**src/rtl/alu_muldiv_seq.sv**
```systemverilog
// Sequential RV32M/RV64M multiply/divide unit: shift-add multiply and restoring divide, one bit per cycle.
// Define FAST_MUL_EN to compute MUL/MULH/MULHSU/MULHU with one combinational multiplier (latency 1).
module alu_muldiv_seq #(
    parameter int DATA_WIDTH    = 32,
    parameter int OPCODE_LENGTH = 3,
    parameter int CNT_WIDTH     = $clog2(DATA_WIDTH) + 1
) (
    input  logic                     clk,
    input  logic                     rst_n,
    input  logic                     in_valid,
    output logic                     in_ready,
    input  logic [OPCODE_LENGTH-1:0] Operation,
    input  logic [DATA_WIDTH-1:0]    SrcA,
    input  logic [DATA_WIDTH-1:0]    SrcB,
    output logic                     out_valid,
    input  logic                     out_ready,
    output logic [DATA_WIDTH-1:0]    Result,
    output logic                     busy
);
    localparam int W  = DATA_WIDTH;
    localparam int AW = 2 * W + 1;
    localparam logic [W-1:0] MOST_NEG = {1'b1, {(W-1){1'b0}}};
    localparam logic [W-1:0] ALL_ONES = '1;
    localparam logic [OPCODE_LENGTH-1:0] OP_MULH   = OPCODE_LENGTH'(1);
    localparam logic [OPCODE_LENGTH-1:0] OP_MULHSU = OPCODE_LENGTH'(2);
    localparam logic [OPCODE_LENGTH-1:0] OP_DIV    = OPCODE_LENGTH'(4);
    localparam logic [OPCODE_LENGTH-1:0] OP_REM    = OPCODE_LENGTH'(6);

    typedef enum logic [1:0] {IDLE, CALC, DONE} state_t;

    state_t                   state_q, state_d;
    logic [OPCODE_LENGTH-1:0] op_q, op_d;
    logic                     neg_a_q, neg_a_d, neg_b_q, neg_b_d;
    logic [W-1:0]             opnd_q, opnd_d;
    logic [AW-1:0]            acc_q, acc_d;
    logic [CNT_WIDTH-1:0]     cnt_q, cnt_d;
    logic [W-1:0]             result_q, result_d;
    logic                     in_ready_q, in_ready_d;
    logic                     out_valid_q, out_valid_d;
    logic                     busy_q, busy_d;

    logic         in_is_div, in_a_signed, in_b_signed, in_neg_a, in_neg_b, in_overflow;
    logic [W-1:0] in_a_mag, in_b_mag;

    assign in_is_div   = Operation[2];
    assign in_a_signed = (Operation == OP_MULH) || (Operation == OP_MULHSU) ||
                         (Operation == OP_DIV)  || (Operation == OP_REM);
    assign in_b_signed = (Operation == OP_MULH) || (Operation == OP_DIV) || (Operation == OP_REM);
    assign in_neg_a    = in_a_signed && SrcA[W-1];
    assign in_neg_b    = in_b_signed && SrcB[W-1];
    assign in_a_mag    = in_neg_a ? -SrcA : SrcA;
    assign in_b_mag    = in_neg_b ? -SrcB : SrcB;
    assign in_overflow = in_is_div && !Operation[0] && (SrcA == MOST_NEG) && (SrcB == ALL_ONES);

`ifdef FAST_MUL_EN
    logic [2*W-1:0] fast_a, fast_b, fast_prod;
    assign fast_a    = {{W{in_neg_a}}, SrcA};
    assign fast_b    = {{W{in_neg_b}}, SrcB};
    assign fast_prod = fast_a * fast_b;
`endif

    // Multiply step: add multiplicand on the low multiplier bit, then shift the whole accumulator right.
    logic [W:0]     mul_sum;
    logic [AW-1:0]  mul_next;
    // Divide step: shift remainder:quotient left, keep the trial subtraction when it does not go negative.
    logic [AW-1:0]  div_shift, div_next;
    logic [W:0]     div_trial;
    logic           div_ge;
    logic [2*W-1:0] prod, prod_s;
    logic [W-1:0]   quo_s, rem_s;

    assign mul_sum   = acc_q[AW-1:W] + (acc_q[0] ? {1'b0, opnd_q} : '0);
    assign mul_next  = {mul_sum, acc_q[W-1:0]} >> 1;
    assign div_shift = {acc_q[AW-2:0], 1'b0};
    assign div_ge    = div_shift[AW-1:W] >= {1'b0, opnd_q};
    assign div_trial = div_shift[AW-1:W] - {1'b0, opnd_q};
    assign div_next  = div_ge ? {div_trial, div_shift[W-1:1], 1'b1} : div_shift;
    assign prod      = mul_next[2*W-1:0];
    assign prod_s    = (neg_a_q ^ neg_b_q) ? -prod : prod;
    assign quo_s     = (neg_a_q ^ neg_b_q) ? -div_next[W-1:0] : div_next[W-1:0];
    assign rem_s     = neg_a_q ? -div_next[2*W-1:W] : div_next[2*W-1:W];

    function automatic logic [W-1:0] select_result(input logic [OPCODE_LENGTH-1:0] op,
                                                   input logic [2*W-1:0] p,
                                                   input logic [W-1:0] q,
                                                   input logic [W-1:0] r);
        if (!op[2]) return (op[1:0] == 2'b00) ? p[W-1:0] : p[2*W-1:W];
        return op[1] ? r : q;
    endfunction

    always_comb begin
        state_d  = state_q;
        op_d     = op_q;
        neg_a_d  = neg_a_q;
        neg_b_d  = neg_b_q;
        opnd_d   = opnd_q;
        acc_d    = acc_q;
        cnt_d    = cnt_q;
        result_d = result_q;
        case (state_q)
            IDLE: begin
                if (in_valid && in_ready_q) begin
                    op_d    = Operation;
                    neg_a_d = in_neg_a;
                    neg_b_d = in_neg_b;
                    opnd_d  = in_is_div ? in_b_mag : in_a_mag;
                    acc_d   = {{(W+1){1'b0}}, (in_is_div ? in_a_mag : in_b_mag)};
                    cnt_d   = CNT_WIDTH'(W);
                    state_d = CALC;
                    if (in_is_div && (SrcB == '0)) begin
                        result_d = Operation[1] ? SrcA : ALL_ONES;
                        state_d  = DONE;
                    end else if (in_overflow) begin
                        result_d = Operation[1] ? '0 : SrcA;
                        state_d  = DONE;
                    end
`ifdef FAST_MUL_EN
                    else if (!in_is_div) begin
                        result_d = select_result(Operation, fast_prod, '0, '0);
                        state_d  = DONE;
                    end
`endif
                end
            end
            CALC: begin
                acc_d = op_q[2] ? div_next : mul_next;
                cnt_d = cnt_q - CNT_WIDTH'(1);
                if (cnt_q == CNT_WIDTH'(1)) begin
                    result_d = select_result(op_q, prod_s, quo_s, rem_s);
                    state_d  = DONE;
                end
            end
            DONE: begin
                if (out_valid_q && out_ready) state_d = IDLE;
            end
            default: state_d = IDLE;
        endcase
        // out_valid trails entry into DONE by one edge and drops on the handshake edge.
        out_valid_d = (state_q == DONE) && !(out_valid_q && out_ready);
        in_ready_d  = (state_d == IDLE);
        busy_d      = (state_d != IDLE);
    end

    always_ff @(posedge clk) begin
        if (!rst_n) begin
            state_q     <= IDLE;
            op_q        <= '0;
            neg_a_q     <= 1'b0;
            neg_b_q     <= 1'b0;
            opnd_q      <= '0;
            acc_q       <= '0;
            cnt_q       <= '0;
            result_q    <= '0;
            in_ready_q  <= 1'b1;
            out_valid_q <= 1'b0;
            busy_q      <= 1'b0;
        end else begin
            state_q     <= state_d;
            op_q        <= op_d;
            neg_a_q     <= neg_a_d;
            neg_b_q     <= neg_b_d;
            opnd_q      <= opnd_d;
            acc_q       <= acc_d;
            cnt_q       <= cnt_d;
            result_q    <= result_d;
            in_ready_q  <= in_ready_d;
            out_valid_q <= out_valid_d;
            busy_q      <= busy_d;
        end
    end

    assign in_ready  = in_ready_q;
    assign out_valid = out_valid_q;
    assign Result    = result_q;
    assign busy      = busy_q;
endmodule

```
**config.mk**
```make
export PLATFORM = sky130hd
export DESIGN_NAME = alu_muldiv_seq
export DESIGN_NICKNAME = d
export VERILOG_FILES = /design/src/rtl/alu_muldiv_seq.sv
export SDC_FILE = /design/constraint.sdc
export NUM_CORES = 1
export LEC_CHECK = 0
export CAP_MARGIN = 5
export CORE_MARGIN = 2
export CORE_UTILIZATION = 50
export DETAILED_ROUTE_END_ITERATION = 10
export PLACE_DENSITY = 0.79
export SETUP_SLACK_MARGIN = 0.02
export SYNTH_ARGS = -nofsm -noshare
export SYNTH_HDL_FRONTEND = slang
export SYNTH_SLANG_ARGS = --single-unit
```
**constraint.sdc**
```tcl
create_clock -name clk -period 6.5 [get_ports clk]
set_input_delay 1.3 -clock clk [delete_from_list [all_inputs] [get_ports clk]]
set_output_delay 1.3 -clock clk [all_outputs]
set_load 0.005 [all_outputs]
```
# After elaboration in Yosys (flattened, before gate mapping)
# Index checks and enable logic that the tools add are counted.
totals:
  output_inout_bits: 35
  reg_bits: 145
op_classes:
  eq_ne: 12
  muxes: 34
  bitwise: 1
  n_reduce_logical: 25
  n_lt_le_gt_ge: 1
  addsub: 8
op_table:
  columns: ["op", "n"]
  rows:
  - ["$mux 32", 17]
  - ["$mux 65", 3]
  - ["$pmux 65 s2", 1]
  - ["$neg 32->32", 4]
  - ["$eq 32x32->1 const B", 2]
  - ["$mux 64", 1]
  - ["$neg 64->64", 1]
  - ["$pmux 32 s2", 1]
  - ["$add 33x32->33", 1]
  - ["$ge 33x32->1", 1]
  - ["$sub 33x32->33", 1]
  - ["$logic_not 32->1", 1]
  - ["$pmux 6 s2", 1]
  - ["$mux 2", 5]
  - ["$logic_and 1x1->1", 9]
  - ["$eq 3x3->1 const B", 2]
  - ["$eq 6x1->1 const B", 1]
  - ["$logic_not 2->1", 3]
  - ["$mux 6", 1]
  - ["$pmux 2 s3", 1]
  - ["$sub 6x1->6 const B", 1]
  - ["$logic_or 1x1->1", 5]
  - ["$ne 2x2->1 const B", 2]
  - ["$reduce_and 2->1", 2]
  - ["10 further kinds", 14]

# Depth between registers and ports, before layout
depth:
  ltp_word: 9
  depth_mapped: 24

# Least setup slack after synthesis
# No wires, ideal clock.
synth_timing:
  kind: "register to register"
  from: "reg acc_q[42]"
  to: "reg result_q[28], in the netlist Result[28]"
  setup_slack_ps: 1292
  setup_ps: 74
  arrival_time_ps: 5134
  required_time_ps: 6426
  stages_incl_launch_ff: 24
  path_cell_list: "dfxtp_1 -> ha_1 -> clkbuf_1 -> nand4_1 -> nor4_1 -> a31oi_1 -> o21ai_1 -> or3_1 -> buf_6 -> buf_2 -> clkbuf_1 -> buf_1 -> a21oi_1 -> inv_1 -> ha_1 -> inv_1 -> or2_2 -> nor4_1 -> a32oi_1 -> nor4_1 -> or3b_2 -> a21oi_1 -> a31oi_1 -> a31oi_1"
synth_between:
  elab_chain_cells: 8
  elab_cells_between_ends: 16
synth_rtl:
  columns: ["item", "line", "text"]
  rows:
  - ["start: declaration", "35", "logic [AW-1:0] acc_q, acc_d;"]
  - ["start signal: assignment", "151", "acc_q <= '0;"]
  - ["start signal: assignment", "163", "acc_q <= acc_d;"]
  - ["$add 33x32->33, or another cell as far along", "72", "assign mul_sum = acc_q[AW-1:W] + (acc_q[0] ? {1'b0, opnd_q} : '0);"]
  - ["$neg 64->64 or $mux 65 (tied branches)", "79, 77", null]
  - ["$mux 64, or another cell as far along", "79", "assign prod_s = (neg_a_q ^ neg_b_q) ? -prod : prod;"]
  - ["$mux 32, on equally long branches", "87, 80, 81", null]
  - ["$mux 32, on equally long branches", "87, 88", null]
  - ["$mux 32 (*)", "88", "return op[1] ? r : q;"]
  - ["$mux 32 (*)", "128", "if (cnt_q == CNT_WIDTH'(1)) begin"]
  - ["$pmux 32 s2 (*)", "100", "case (state_q)"]
  - ["end signal: assignment", "165", "result_q <= result_d;"]
  - ["end: declaration", "37", "logic [W-1:0] result_q, result_d;"]
# Mark *: on every way between the ends. The rest lies on a longest branch, timed or not. The select of a mux whose other input is x is not followed.
# A chain may end at the register's enable or synchronous reset.

# Final worst setup path
layout_timing:
  from: "reg opnd_q[0]"
  to: "reg result_q[21], in the netlist Result[21]"
layout_between:
  elab_chain_cells: 9
  elab_cells_between_ends: 17
layout_rtl:
  columns: ["item", "line", "text"]
  rows:
  - ["start: declaration", "34", "logic [W-1:0] opnd_q, opnd_d;"]
  - ["start signal: assignment", "162", "opnd_q <= opnd_d;"]
  - ["$mux 32", "72", null]
  - ["$add 33x32->33", "72", null]
  - ["$neg 64->64", "79", null]
  - ["$mux 64", "79", null]
  - ["$mux 32 (2 in series)", "87", "if (!op[2]) return (op[1:0] == 2'b00) ? p[W-1:0] : p[2*W-1:W];"]
  - ["$mux 32 (*)", "88", null]
  - ["$mux 32 (*)", "128", null]
  - ["$pmux 32 s2 (*)", "100", null]
# Marks and branches as above.

==> reports/metrics.csv <==
stage,metric,value,unit
logic_synthesis,yosys_warnings,0,
die,die_h,189,microns
timing,fmax,177,MHz
timing,grt_setup_unrepaired,no,
clock_network,clk_pin_slew_worst_paths,0.07,ns
clock_network,cts_sinks,145,
job,maxCapViolations,0,
timing,finalCritPeriodShare,86.9,%
logic_synthesis,async_reset_ff_share,0,%
clock_network,cts_hold_buf,0,
timing,hold_viol_final,0,
layout,final_area,18800,sq um
power_and_ir_drop,power.density,232,nW/um^2
logic_synthesis,synth_cells,2516,
worst_setup_path,r2r_slack,0.85,ns
detailed_routing,antenna_left,0,
die,rows,67,
place,routabilityCongestion,1.07,
global_routing,grt_pass1_wl,106,mm
power_and_ir_drop,p_leak,6.86,nW
logic_synthesis,ys_seq_area_share,16.9,%
logic_synthesis,synth-seq-cells,145,
clock_network,clk-insertion-delay-late,0.46,ns
clock_network,numCtsBuffers,17,
die,dieArea,35800,sq um
layout,drive_gt1_share,4.64,%
clock_network,cts_buffer_depth,2,
clock_network,post_cts_resized,0,
detailed_routing,dr.pass1.iters,8,
place,portBuffers,105,
detailed_routing,drc_errors,0,
detailed_routing,wire_per_inst,23.8,microns
layout,fin_nets,2611,
clock_network,cts_tree,done,
global_routing,track_usage,38.1,%
timing,tns,0,ns
clock_network,root_buffer,clkbuf_16,
hold_path,hold_class,reg -> reg,
global_routing,grt_max_degree,97,
die,ioPinCount,106,
timing,slew_viol_final,0,
worst_setup_path,crit_type,reg -> reg,
worst_setup_path,cp_slowest_cell,o31ai_1,
logic_synthesis,synth_area,17200,sq um
timing,tightestPinTransition,1.15,ns
logic_synthesis,syn_nets,2661,
global_routing,gr-total-overflow,0,
worst_setup_path,arrival,6.04,ns
worst_setup_path,slowest_delay,0.89,ns
timing,fin_skew,0.0204,ns
detailed_routing,vias,19600,
logic_synthesis,synth_edf_count,0,
power_and_ir_drop,irDropWorstVdd,0.212,mV
clock_network,cts_setup_buffers,0,
timing,max-slew-margin-rel,23.3,%
die,start_util,51.0,%
place,placed_area,18200,sq um
worst_setup_path,start_kind,flip-flop,
layout,syn_to_final_growth,9.51,%
worst_setup_path,crit_fanout,8,
clock_network,cts-htree-levels,4,
timing,setup_viol,0,
worst_setup_path,worstPathRequired,6.89,ns
detailed_routing,wl,69.7,mm
logic_synthesis,syn_avg_cell_area,6.82,sq um
die,die_w,189,microns
worst_setup_path,crit_path_end_kind,flip-flop,
place,hpwlAfterDp,53.1,mm
detailed_routing,avgViaCountPerCell,6.70,
detailed_routing,drt-initial-drc-count,2488,
worst_setup_path,crit_chain,ha_1 -> inv_1 -> fa_1 -> a211oi_2 -> nor2_1 -> o31ai_1 -> nand2_1 -> xor2_1 -> nor4_1 -> a31oi_1 -> or4_1 -> nor4b_1 -> nor3_1 -> nor3_1 -> nor2_1,
outcome,run_status,completed,
logic_synthesis,synthFlopType,dfxtp_1,
timing,period_minus_slack,5.65,ns
die,core,33600,sq um
global_routing,antenna_found_initial,2,
logic_synthesis,yosysUniqueCellTypes,96,
global_routing,first_global_vias,17900,
## layout make-up
class	instances	area (sq um)
repair buffers	134	1260
inverters	78	294
fillers	3312	14800
diodes	1	2.50
flip-flops and latches	145	2910
clock inverters	14	120
well taps	448	561
multi-input cells	2090	13200
clock buffers	18	429
## worst max-delay path: cells and delay by family (launching register included)
| kind | cells | cell delay, ns |
|---|---|---|
| and+or+nand+nor | 8 | 2.53 |
| AOI/OAI and AO/OA | 3 | 1.54 |
| adders and majority gates | 2 | 0.69 |
| DFF | 1 | 0.56 |
| xor gates and xnor gates | 1 | 0.21 |
| buffers and inverters | 1 | 0.06 |
## routing by layer
layer,global-route usage (%),wire length (microns)
met2,58.0,30000
met3,7.66,7140
met5,0,11
met1,49.3,27900
met4,23.5,4580
## report_power, final
group,internal (W),leakage (nW),switching [W]
Clock,0.000501,0.262,0.000495
Sequential,0.000966,1.18,0.000142
Combinational,0.000780,5.41,0.00148
## cells in the mapped netlist (12+ instances only)
| master | instances | share of area, % |
|---|---|---|
| a211oi_1 | 112 | 4.9 |
| a21o_1 | 22 | 0.96 |
| a21oi_1 | 238 | 6.9 |
| a31oi_1 | 48 | 1.8 |
| and2_1 | 19 | 0.69 |
| and3_1 | 21 | 0.77 |
| buf_1 | 27 | 0.59 |
| buf_2 | 12 | 0.35 |
| clkbuf_1 | 158 | 3.5 |
| dfxtp_1 | 145 | 17 |
| ha_1 | 72 | 5.3 |
| inv_1 | 75 | 1.6 |
| maj3_1 | 17 | 0.99 |
| mux2i_1 | 70 | 4.1 |
| nand2_1 | 263 | 5.8 |
| nand2b_1 | 12 | 0.44 |
| nand3_1 | 65 | 1.9 |
| nand4_1 | 29 | 1.1 |
| nor2_1 | 305 | 6.7 |
| nor2b_1 | 15 | 0.55 |
| nor3_1 | 51 | 1.5 |
| nor4_1 | 31 | 1.1 |
| o211ai_1 | 50 | 2.2 |
| o21ai_0 | 158 | 4.6 |
| o21ai_1 | 16 | 0.47 |
| o22ai_1 | 15 | 0.55 |
| o31ai_1 | 19 | 0.83 |
| or3_1 | 26 | 0.95 |
| or4_1 | 19 | 0.83 |
| xnor2_1 | 127 | 6.5 |
| xor2_1 | 87 | 4.4 |
## state kept, by name, summed over array words and instances (netlist names)
register,count
state_q,2
op_q,3
neg_a_q,1
in_ready,1
Result,32
opnd_q,32
out_valid,1
busy,1
cnt_q,6
acc_q,65
neg_b_q,1
## through the flow
stage / std cells / setup slack [ns] / hold WS (ns) / power [W] / util (%)
final: 2928 / 0.849 / 0.452 / 0.00436 / 55.9
after global routing: 2927 / 0.549 / 0.468 / 0.00456 / 55.9
after floorplan: 2516 / 1.29 / 0.432 / 0.00261 / -
after CTS: 2927 / 1.07 / 0.456 / 0.00427 / 55.9
after detailed placement: 2895 / 1.09 / 0.446 / 0.00329 / 54.2
after global placement: 2895 / 1.20 / 0.441 / 0.00326 / 54.2
## logic make-up (layout without fill, tap and decap cells)
group	Yosys count	in the layout	share of synthesized area (%)
AND/OR/NAND/NOR	905	905	24.7
AO/OA/AOI/OAI	807	807	30.3
buffers and inverters	281	244	6.41
XOR/XNOR	214	214	10.9
flip-flops	145	145	16.9
adder cells (fa/ha/maj)	91	91	6.48
multiplexers	73	73	4.28
other	0	1	0
## cell usage in the layout, fill, tap and decap left out, types with 21 or more instances in the layout
cell / synthesis / final
nand2_1: 263 / 263
nor3_1: 51 / 50
mux2i_1: 70 / 70
nand4_1: 29 / 29
o211ai_1: 50 / 50
and3_1: 21 / 21
ha_1: 72 / 72
inv_1: 75 / 75
xnor2_1: 127 / 126
dfxtp_1: 145 / 144
nor4_1: 31 / 30
a211oi_1: 112 / 112
or3_1: 26 / 24
a21oi_1: 238 / 238
xor2_1: 87 / 86
nand3_1: 65 / 65
a31oi_1: 48 / 48
clkdlybuf4s50_1: 0 / 104
a21o_1: 22 / 22
buf_4: 1 / 29
nor2_1: 305 / 304
o21ai_0: 158 / 158
## path summary, 6_finish.rpt
kind,start,to,depth (start not counted)
max,opnd_q[0],Result[21],15
min,opnd_q[9],opnd_q[9],2
max reg2reg,opnd_q[0],Result[21],15
min reg2reg,opnd_q[9],opnd_q[9],2
(Power assumes the default switching activity.)
